[config.mk]
export PLATFORM = sky130hd
export DESIGN_NAME = fp_align_stage_flat
export DESIGN_NICKNAME = d
export VERILOG_FILES = /design/src/rtl/fpu_pkg.sv /design/src/rtl/fp_align_stage_if.sv /design/src/rtl/fp_shift_sticky.sv /design/src/rtl/fp_align_stage.sv /design/src/flat_wrapper.sv
export SDC_FILE = /design/constraint.sdc
export NUM_CORES = 1
export LEC_CHECK = 0
export ABC_AREA = 0
export BUFFER_PORTS_ARGS = -buffer_cell sky130_fd_sc_hd__buf_2
export CAP_MARGIN = 30
export CORE_AREA = 3 3 130 132
export DETAILED_ROUTE_END_ITERATION = 10
export DIE_AREA = 0 0 133 135
export PLACE_DENSITY = 0.77
export RECOVER_POWER = 25
export SETUP_SLACK_MARGIN = 0.02
export SLEW_MARGIN = 30
export SYNTH_ARGS = -nofsm -noshare
export SYNTH_HDL_FRONTEND = slang
export SYNTH_SLANG_ARGS = --single-unit
[constraint.sdc]
create_clock -name clk -period 2.8 [get_ports clk]
set_input_delay 0.56 -clock clk [delete_from_list [all_inputs] [get_ports clk]]
set_output_delay 0.56 -clock clk [all_outputs]
set_load 0.02 [all_outputs]
[src/rtl/fpu_pkg.sv]
// fpu_pkg: shared float-format constants, unpacked operand type and GRS bit positions
package fpu_pkg;
  localparam int FP_EXP_W  = 8;
  localparam int FP_FRAC_W = 23;
  localparam int FP_MANT_W = FP_FRAC_W + 5;
  localparam int GRS_S     = 0;
  localparam int GRS_R     = 1;
  localparam int GRS_G     = 2;
  localparam int HID_BIT   = FP_FRAC_W + 3;
  localparam int CARRY_BIT = FP_FRAC_W + 4;
  typedef struct packed {
    logic                 sign;
    logic [FP_EXP_W-1:0]  exp;
    logic [FP_MANT_W-1:0] mant;
  } fp_unpacked_t;
endpackage

[src/rtl/fp_align_stage_if.sv]
// fp_align_stage_if: operand/result handshake bundle for the alignment stage
// slave (the stage): takes in_valid, op_a, op_b, op_sub, out_ready;
//   drives in_ready, out_valid, mant_a, mant_b, aos, res_sign, res_exp, special.
// master (upstream/downstream side): the mirror image.
interface fp_align_stage_if #(
  parameter int EXP_W  = 8,
  parameter int FRAC_W = 23
);
  localparam int W      = 1 + EXP_W + FRAC_W;
  localparam int MANT_W = FRAC_W + 5;
  logic              in_valid;
  logic              in_ready;
  logic [W-1:0]      op_a;
  logic [W-1:0]      op_b;
  logic              op_sub;
  logic              out_valid;
  logic              out_ready;
  logic [MANT_W-1:0] mant_a;
  logic [MANT_W-1:0] mant_b;
  logic              aos;
  logic              res_sign;
  logic [EXP_W-1:0]  res_exp;
  logic              special;
  modport slave (
    input  in_valid, op_a, op_b, op_sub, out_ready,
    output in_ready, out_valid, mant_a, mant_b, aos, res_sign, res_exp, special
  );
  modport master (
    output in_valid, op_a, op_b, op_sub, out_ready,
    input  in_ready, out_valid, mant_a, mant_b, aos, res_sign, res_exp, special
  );
endinterface

[src/rtl/fp_shift_sticky.sv]
// fp_shift_sticky: right shifter that folds every shifted-out bit into the sticky LSB
// mant_i: mantissa {carry, hidden, frac, g, r, s}; shamt_i: shift distance; mant_o: shifted result
module fp_shift_sticky #(
  parameter int MANT_W = 28,
  parameter int SH_W   = 8
) (
  input  logic [MANT_W-1:0] mant_i,
  input  logic [SH_W-1:0]   shamt_i,
  output logic [MANT_W-1:0] mant_o
);
  localparam logic [SH_W-1:0] LIM = SH_W'(MANT_W - 1);
  logic [MANT_W-1:0] sh;
  logic              lost;
  always_comb begin
    sh     = mant_i >> shamt_i;
    lost   = |(mant_i & ~({MANT_W{1'b1}} << shamt_i));
    mant_o = shamt_i >= LIM ? {{(MANT_W-1){1'b0}}, |mant_i} : {sh[MANT_W-1:1], sh[0] | lost};
  end
endmodule

[src/rtl/fp_align_stage.sv]
// fp_align_stage: two-stage FP add/sub operand alignment (unpack/swap, then shift with sticky)
// clk, rst_n (sync, active-low); bus: fp_align_stage_if.slave handshake/operand/result bundle
// FP_ALIGN_SPECIAL_EN: when defined, an all-ones exponent raises special and zeroes the datapath
module fp_align_stage
  import fpu_pkg::*;
#(
  parameter int EXP_W  = FP_EXP_W,
  parameter int FRAC_W = FP_FRAC_W
) (
  input  logic              clk,
  input  logic              rst_n,
  fp_align_stage_if.slave   bus
);
  localparam int W      = 1 + EXP_W + FRAC_W;
  localparam int MANT_W = FRAC_W + 5;
  logic              adv;
  logic              sa, sb, ha, hb, swap, eq, spec;
  logic [EXP_W-1:0]  ea, eb, eea, eeb;
  logic [MANT_W-1:0] ma, mb;
  logic [MANT_W-1:0] big_d, small_d;
  logic [EXP_W-1:0]  exp_d, dist_d;
  logic              aos_d, sign_d;
  logic              s1_v_q, s1_aos_q, s1_sign_q, s1_spec_q;
  logic [MANT_W-1:0] s1_big_q, s1_small_q, shifted;
  logic [EXP_W-1:0]  s1_exp_q, s1_dist_q;
  logic              out_v_q, aos_q, sign_q, spec_q;
  logic [MANT_W-1:0] mant_a_q, mant_b_q;
  logic [EXP_W-1:0]  exp_q;
  // Whole pipeline moves in lockstep, so one advance term covers both stages
  assign adv          = !out_v_q || bus.out_ready;
  assign bus.in_ready = adv;
  assign sa   = bus.op_a[W-1];
  assign sb   = bus.op_b[W-1] ^ bus.op_sub;
  assign ea   = bus.op_a[W-2:FRAC_W];
  assign eb   = bus.op_b[W-2:FRAC_W];
  assign ha   = |ea;
  assign hb   = |eb;
  assign eea  = ha ? ea : EXP_W'(1);
  assign eeb  = hb ? eb : EXP_W'(1);
  assign ma   = {1'b0, ha, bus.op_a[FRAC_W-1:0], 3'b000};
  assign mb   = {1'b0, hb, bus.op_b[FRAC_W-1:0], 3'b000};
  // Raw {exp, frac} order equals magnitude order, denormals included
  assign swap = bus.op_a[W-2:0] < bus.op_b[W-2:0];
  assign eq   = bus.op_a[W-2:0] == bus.op_b[W-2:0];
`ifdef FP_ALIGN_SPECIAL_EN
  assign spec = &ea | &eb;
`else
  assign spec = 1'b0;
`endif
  always_comb begin
    exp_d   = swap ? eeb : eea;
    dist_d  = swap ? eeb - eea : eea - eeb;
    big_d   = spec ? '0 : swap ? mb : ma;
    small_d = spec ? '0 : swap ? ma : mb;
    aos_d   = (sa ^ sb) & !spec;
    // x - x rounds to +0
    sign_d  = (eq && (sa ^ sb)) ? 1'b0 : swap ? sb : sa;
  end
  always_ff @(posedge clk) begin
    if (!rst_n) begin
      s1_v_q     <= 1'b0;
      s1_big_q   <= '0;
      s1_small_q <= '0;
      s1_exp_q   <= '0;
      s1_dist_q  <= '0;
      s1_aos_q   <= 1'b0;
      s1_sign_q  <= 1'b0;
      s1_spec_q  <= 1'b0;
    end else if (adv) begin
      s1_v_q     <= bus.in_valid;
      s1_big_q   <= big_d;
      s1_small_q <= small_d;
      s1_exp_q   <= exp_d;
      s1_dist_q  <= dist_d;
      s1_aos_q   <= aos_d;
      s1_sign_q  <= sign_d;
      s1_spec_q  <= spec;
    end
  end
  fp_shift_sticky #(.MANT_W(MANT_W), .SH_W(EXP_W)) u_shift (
    .mant_i  (s1_small_q),
    .shamt_i (s1_dist_q),
    .mant_o  (shifted)
  );
  always_ff @(posedge clk) begin
    if (!rst_n) begin
      out_v_q  <= 1'b0;
      mant_a_q <= '0;
      mant_b_q <= '0;
      exp_q    <= '0;
      aos_q    <= 1'b0;
      sign_q   <= 1'b0;
      spec_q   <= 1'b0;
    end else if (adv) begin
      out_v_q  <= s1_v_q;
      mant_a_q <= s1_big_q;
      mant_b_q <= shifted;
      exp_q    <= s1_exp_q;
      aos_q    <= s1_aos_q;
      sign_q   <= s1_sign_q;
      spec_q   <= s1_spec_q;
    end
  end
  assign bus.out_valid = out_v_q;
  assign bus.mant_a    = mant_a_q;
  assign bus.mant_b    = mant_b_q;
  assign bus.res_exp   = exp_q;
  assign bus.aos       = aos_q;
  assign bus.res_sign  = sign_q;
  assign bus.special   = spec_q;
endmodule

[src/flat_wrapper.sv]
// flat-port wrapper written by rule: the top's interface ports become plain ports
module fp_align_stage_flat import fpu_pkg::*;
#(
  parameter int EXP_W  = FP_EXP_W,
  parameter int FRAC_W = FP_FRAC_W
)
  (clk, rst_n, bus_in_valid, bus_op_a, bus_op_b, bus_op_sub, bus_out_ready, bus_in_ready, bus_out_valid, bus_mant_a, bus_mant_b, bus_aos, bus_res_sign, bus_res_exp, bus_special);
  fp_align_stage_if #(.EXP_W(EXP_W), .FRAC_W(FRAC_W)) bus_i ();
  input  logic clk;
  input  logic rst_n;
  input wire logic [$bits(bus_i.in_valid)-1:0] bus_in_valid;
  input wire logic [$bits(bus_i.op_a)-1:0] bus_op_a;
  input wire logic [$bits(bus_i.op_b)-1:0] bus_op_b;
  input wire logic [$bits(bus_i.op_sub)-1:0] bus_op_sub;
  input wire logic [$bits(bus_i.out_ready)-1:0] bus_out_ready;
  output wire logic [$bits(bus_i.in_ready)-1:0] bus_in_ready;
  output wire logic [$bits(bus_i.out_valid)-1:0] bus_out_valid;
  output wire logic [$bits(bus_i.mant_a)-1:0] bus_mant_a;
  output wire logic [$bits(bus_i.mant_b)-1:0] bus_mant_b;
  output wire logic [$bits(bus_i.aos)-1:0] bus_aos;
  output wire logic [$bits(bus_i.res_sign)-1:0] bus_res_sign;
  output wire logic [$bits(bus_i.res_exp)-1:0] bus_res_exp;
  output wire logic [$bits(bus_i.special)-1:0] bus_special;
  assign bus_i.in_valid = bus_in_valid;
  assign bus_i.op_a = bus_op_a;
  assign bus_i.op_b = bus_op_b;
  assign bus_i.op_sub = bus_op_sub;
  assign bus_i.out_ready = bus_out_ready;
  assign bus_in_ready = bus_i.in_ready;
  assign bus_out_valid = bus_i.out_valid;
  assign bus_mant_a = bus_i.mant_a;
  assign bus_mant_b = bus_i.mant_b;
  assign bus_aos = bus_i.aos;
  assign bus_res_sign = bus_i.res_sign;
  assign bus_res_exp = bus_i.res_exp;
  assign bus_special = bus_i.special;
  fp_align_stage #(.EXP_W(EXP_W), .FRAC_W(FRAC_W)) u_core (.clk(clk), .rst_n(rst_n), .bus(bus_i));
endmodule
==> summary.txt <==
Synth
  – Post-Syn Area: 8250 um2
  – Post-synthesis sequential area ratio: about 31%
  – Post-synthesis cell count: about 1,100
  – Top_reg_cell synth: dfxtp_1
  – Syn avg cell area: between 7 and 8 um2
  – Synth async-reset ratio: 0%
  – Synth warn: 0
  – Cell variety after synth: 73
  – FF+latch count, synth: around 130
  – Post-synth EDFFs: 0

Placement
  – Post-DP HPWL: between 15,000 and 20,000 um
  – Worst slack, placed: -0.255 ns
  – Placed Cells: ~1,400
  – Port Buf Inserts: between 100 and 150
  – Placer congestion estimate: 0.943
  – Dpl cell area: roughly 9600 um2

Worst setup path
  – Worst r2r path cells: 9
  – Critical Path Source Type: input pin
  – Setup crit end kind: flip-flop
  – Worst Path Max Fanout: between 40 and 50
  – Capturing point of the worst reg2reg path: u_core.bus.mant_b[0]$_SDFFE_PN0P_
  – Critical path type: input pin to flip-flop
  – CP arrival: between 2 and 3 ns
  – Req. time, crit path: between 3 and 4 ns
  – Reg-to-Reg Start: u_core.s1_dist_q[1]$_SDFFE_PN0P_
  – R2r setup slk: 0.21 ns

Finish
  – Final Instance Area: 10,200 um2
  – Commonest non-fill, non-tap cells in the layout: 152 x nand2_1, 129 x dfxtp_1, 115 x nor2_1
  – Final Non-Filler Cells: roughly 1,400
  – Fillers: between 1,000 and 1,500
  – Commonest non-fill, non-tap cell in the layout: nand2_1
  – Inserted Diodes: 0
  – Final #Nets: 1,327
  – Layout area overhead: 23.3%
  – Share of layout cells above drive strength 1: roughly a fifth

Floorplanning
  – DIE AREA: 18,000 um2
  – IO Pins: approximately 140
  – Die width: approximately 130 um
  – # rows: 46
  – Core area: 15,800 um2
  – Die height: about 140 um
  – Starting Density: between 50% and 60%

Global route
  – First-pass GRT wire length: 39,300 um
  – Vias in the first global route: 7,913
  – Largest net degree at the start of global routing: 78
  – GR Util All Layers: 26.7%
  – Antenna violations before repair: 0
  – Grt total ovfl: 0

Drt
  – WL/cell: around 17 um
  – Via density: 5.78
  – Vias: 8,312
  – Drt first pass iters: 5
  – Post-route DRC: 0
  – Routed Antenna Nets: 0
  – Post-Route WL: 24,100 um
  – DRT iter0 DRCs: around 790

STA
  – FMAX: 381 MHz
  – Tightest Pin Transition: approximately 1.1 ns
  – RSZ-0062 raised after global routing: no
  – Period utilization: 93.8%
  – Worst clock skew: between 0.01 and 0.015 ns
  – Final Hold Vio Count: 0
  – Pins over their slew limit: 0
  – Slew Limit Headroom: 27.9%
  – Final Worst Setup Slack: 0.174 ns
  – Worst slack on hold paths: around 0.42 ns
  – Setup violators final: 0
  – Final Critical Period: between 2 and 3 ns

Worst hold path
  – Worst hold path class: input pin to flip-flop
  – Hold Crit Start: bus_op_b[7]
  – Hold path depth: 3
  – Hold worst-path end: u_core.s1_big_q[10]$_SDFFE_PN0P_

Pwr
  – Psw: 2.06 mW
  – Seq pwr share: ~34%
  – Leak: 4.50 nW
  – Total chip power: 6.31 mW
  – Cell-internal power: around 4.2 mW
  – Gate power share: 28.3%
  – Clock group share of total power: a little under two fifths
  – Max IR drop VDD: between 400 and 500 uV
  – PwrDens: between 600 and 700 nW/um2
  – Sw Ratio: about 33%

CTS
  – H-tree Lvls: 4
  – Root Driver: clkbuf_16
  – Total CTS buffers: 17
  – Worst-skew pair later-pin latency: ~0.43 ns
  – CTS tree: done
  – Worst-path clk slew: around 0.060 ns
  – Longest Clk Path Bufs: 2
  – Post-CTS Hold Buffers: 0
  – Clock tree sinks: roughly 130

Status
  – Outcome: finished, final reports clean

Flow run
  – Max-Cap Viols: 0
[per-stage QoR]
stage	TNS (ns)	utilization, %
floorplan	0	-
global placement	-9.09	60.5
detailed placement	-10.91	60.5
CTS	0	64.5
global route	0	64.3
finish	0	64.3
[area by class of cell]
cell class                 instances  area [um2]  area share [%]
multi-input combinational        771        5050            49.6
sequential                       129        2580            25.4
timing repair buffer             238        1440            14.1
clock buffer                      18         439            4.32
tap                              216         270            2.66
inverter                          54         206            2.03
clock inverter                    13         186            1.83
[kinds of logic after synthesis]
kind of cell               count (synthesis)  synth area share [%]
other                                      1                0.0454
DFF                                      129                  31.3
buffers and inverters                    158                  8.17
AOI/OAI and AO/OA                        277                  22.7
adders and majority gates                 48                  7.43
xor gates and xnor gates                   5                 0.531
muxes                                     77                  10.9
and+or+nand+nor                          358                  19.0
[critical path: stages]
cell and delay (ns):
buf_2 0.09, inv_1 0.04, ha_1 0.30, a211oi_1 0.24
o211ai_1 0.12, o221a_1 0.23, o31a_2 0.36, nor2_8 0.23
buf_12 0.29, buf_4 0.17, nand2_1 0.06, a311oi_1 0.26
[power by group through the flow]
stage,Combinational (mW),Clock [mW],Sequential [mW]
4_1_cts,1.78,2.39,2.15
3_3_place_gp,1.74,0,2.18
6_report,1.79,2.37,2.16
3_5_place_dp,1.76,0,2.19
5_1_grt,1.96,2.48,2.18
2_1_floorplan,1.15,0,2.22
[synth_stat cells, drive strengths merged, types with 13 or more instances]
master | instances | area [um2]
o21ai | 57 | 285
ha | 45 | 563
inv | 53 | 199
nand3 | 24 | 120
a311oi | 31 | 272
dfxtp | 129 | 2580
buf | 40 | 231
nor2 | 117 | 455
mux2 | 13 | 146
a21oi | 70 | 350
nor3 | 21 | 105
clkbuf | 64 | 240
mux2i | 55 | 551
a211oi | 33 | 248
nand2 | 152 | 571
a22oi | 13 | 97.6
[routing by layer]
| metal | up-vias | global-route usage (%) | share of wire (%) |
|---|---|---|---|
| met4 | 0 | 11.1 | 3.0 |
| met1 | 3852 | 35.1 | 44 |
| li1 | 4075 | - | - |
| met3 | 54 | 4.92 | 6.5 |
| met2 | 331 | 43.3 | 47 |
| met5 | - | 0 | 0 |
[sequential cells by signal (all words and copies together) (netlist names)]
register and count:
u_core.s1_sign_q 1, u_core.bus.mant_a 24, u_core.bus.aos 1, u_core.s1_dist_q 8
u_core.bus.res_exp 8, u_core.s1_small_q 24, u_core.bus.out_valid 1, u_core.s1_aos_q 1
u_core.bus.mant_b 27, u_core.s1_v_q 1, u_core.s1_exp_q 8, u_core.bus.res_sign 1
u_core.s1_big_q 24
[how the worst max path moves through the flow]
stage | slack, ns | depth (start not counted) | startpoint | end
2_1_floorplan | 0.04 | 13 | bus_op_a[28] | u_core.s1_dist_q[7]$_SDFFE_PN0P_
5_1_grt | 0.02 | 13 | bus_op_b[29] | u_core.s1_dist_q[6]$_SDFFE_PN0P_
6_report | 0.17 | 12 | bus_op_b[6] | u_core.s1_big_q[13]$_SDFFE_PN0P_
4_1_cts | 0.11 | 14 | bus_op_a[28] | u_core.s1_dist_q[7]$_SDFFE_PN0P_
3_5_place_dp | -0.26 | 12 | bus_op_b[16] | u_core.s1_dist_q[6]$_SDFFE_PN0P_
3_3_place_gp | -0.24 | 14 | bus_op_a[28] | u_core.s1_dist_q[7]$_SDFFE_PN0P_
[timing repair]
item	in CTS	in global routing
endpoints found under the setup margin	0	2
buffers inserted	0	0
gates resized for setup	0	7
Power figures use the tool's default switching activity.
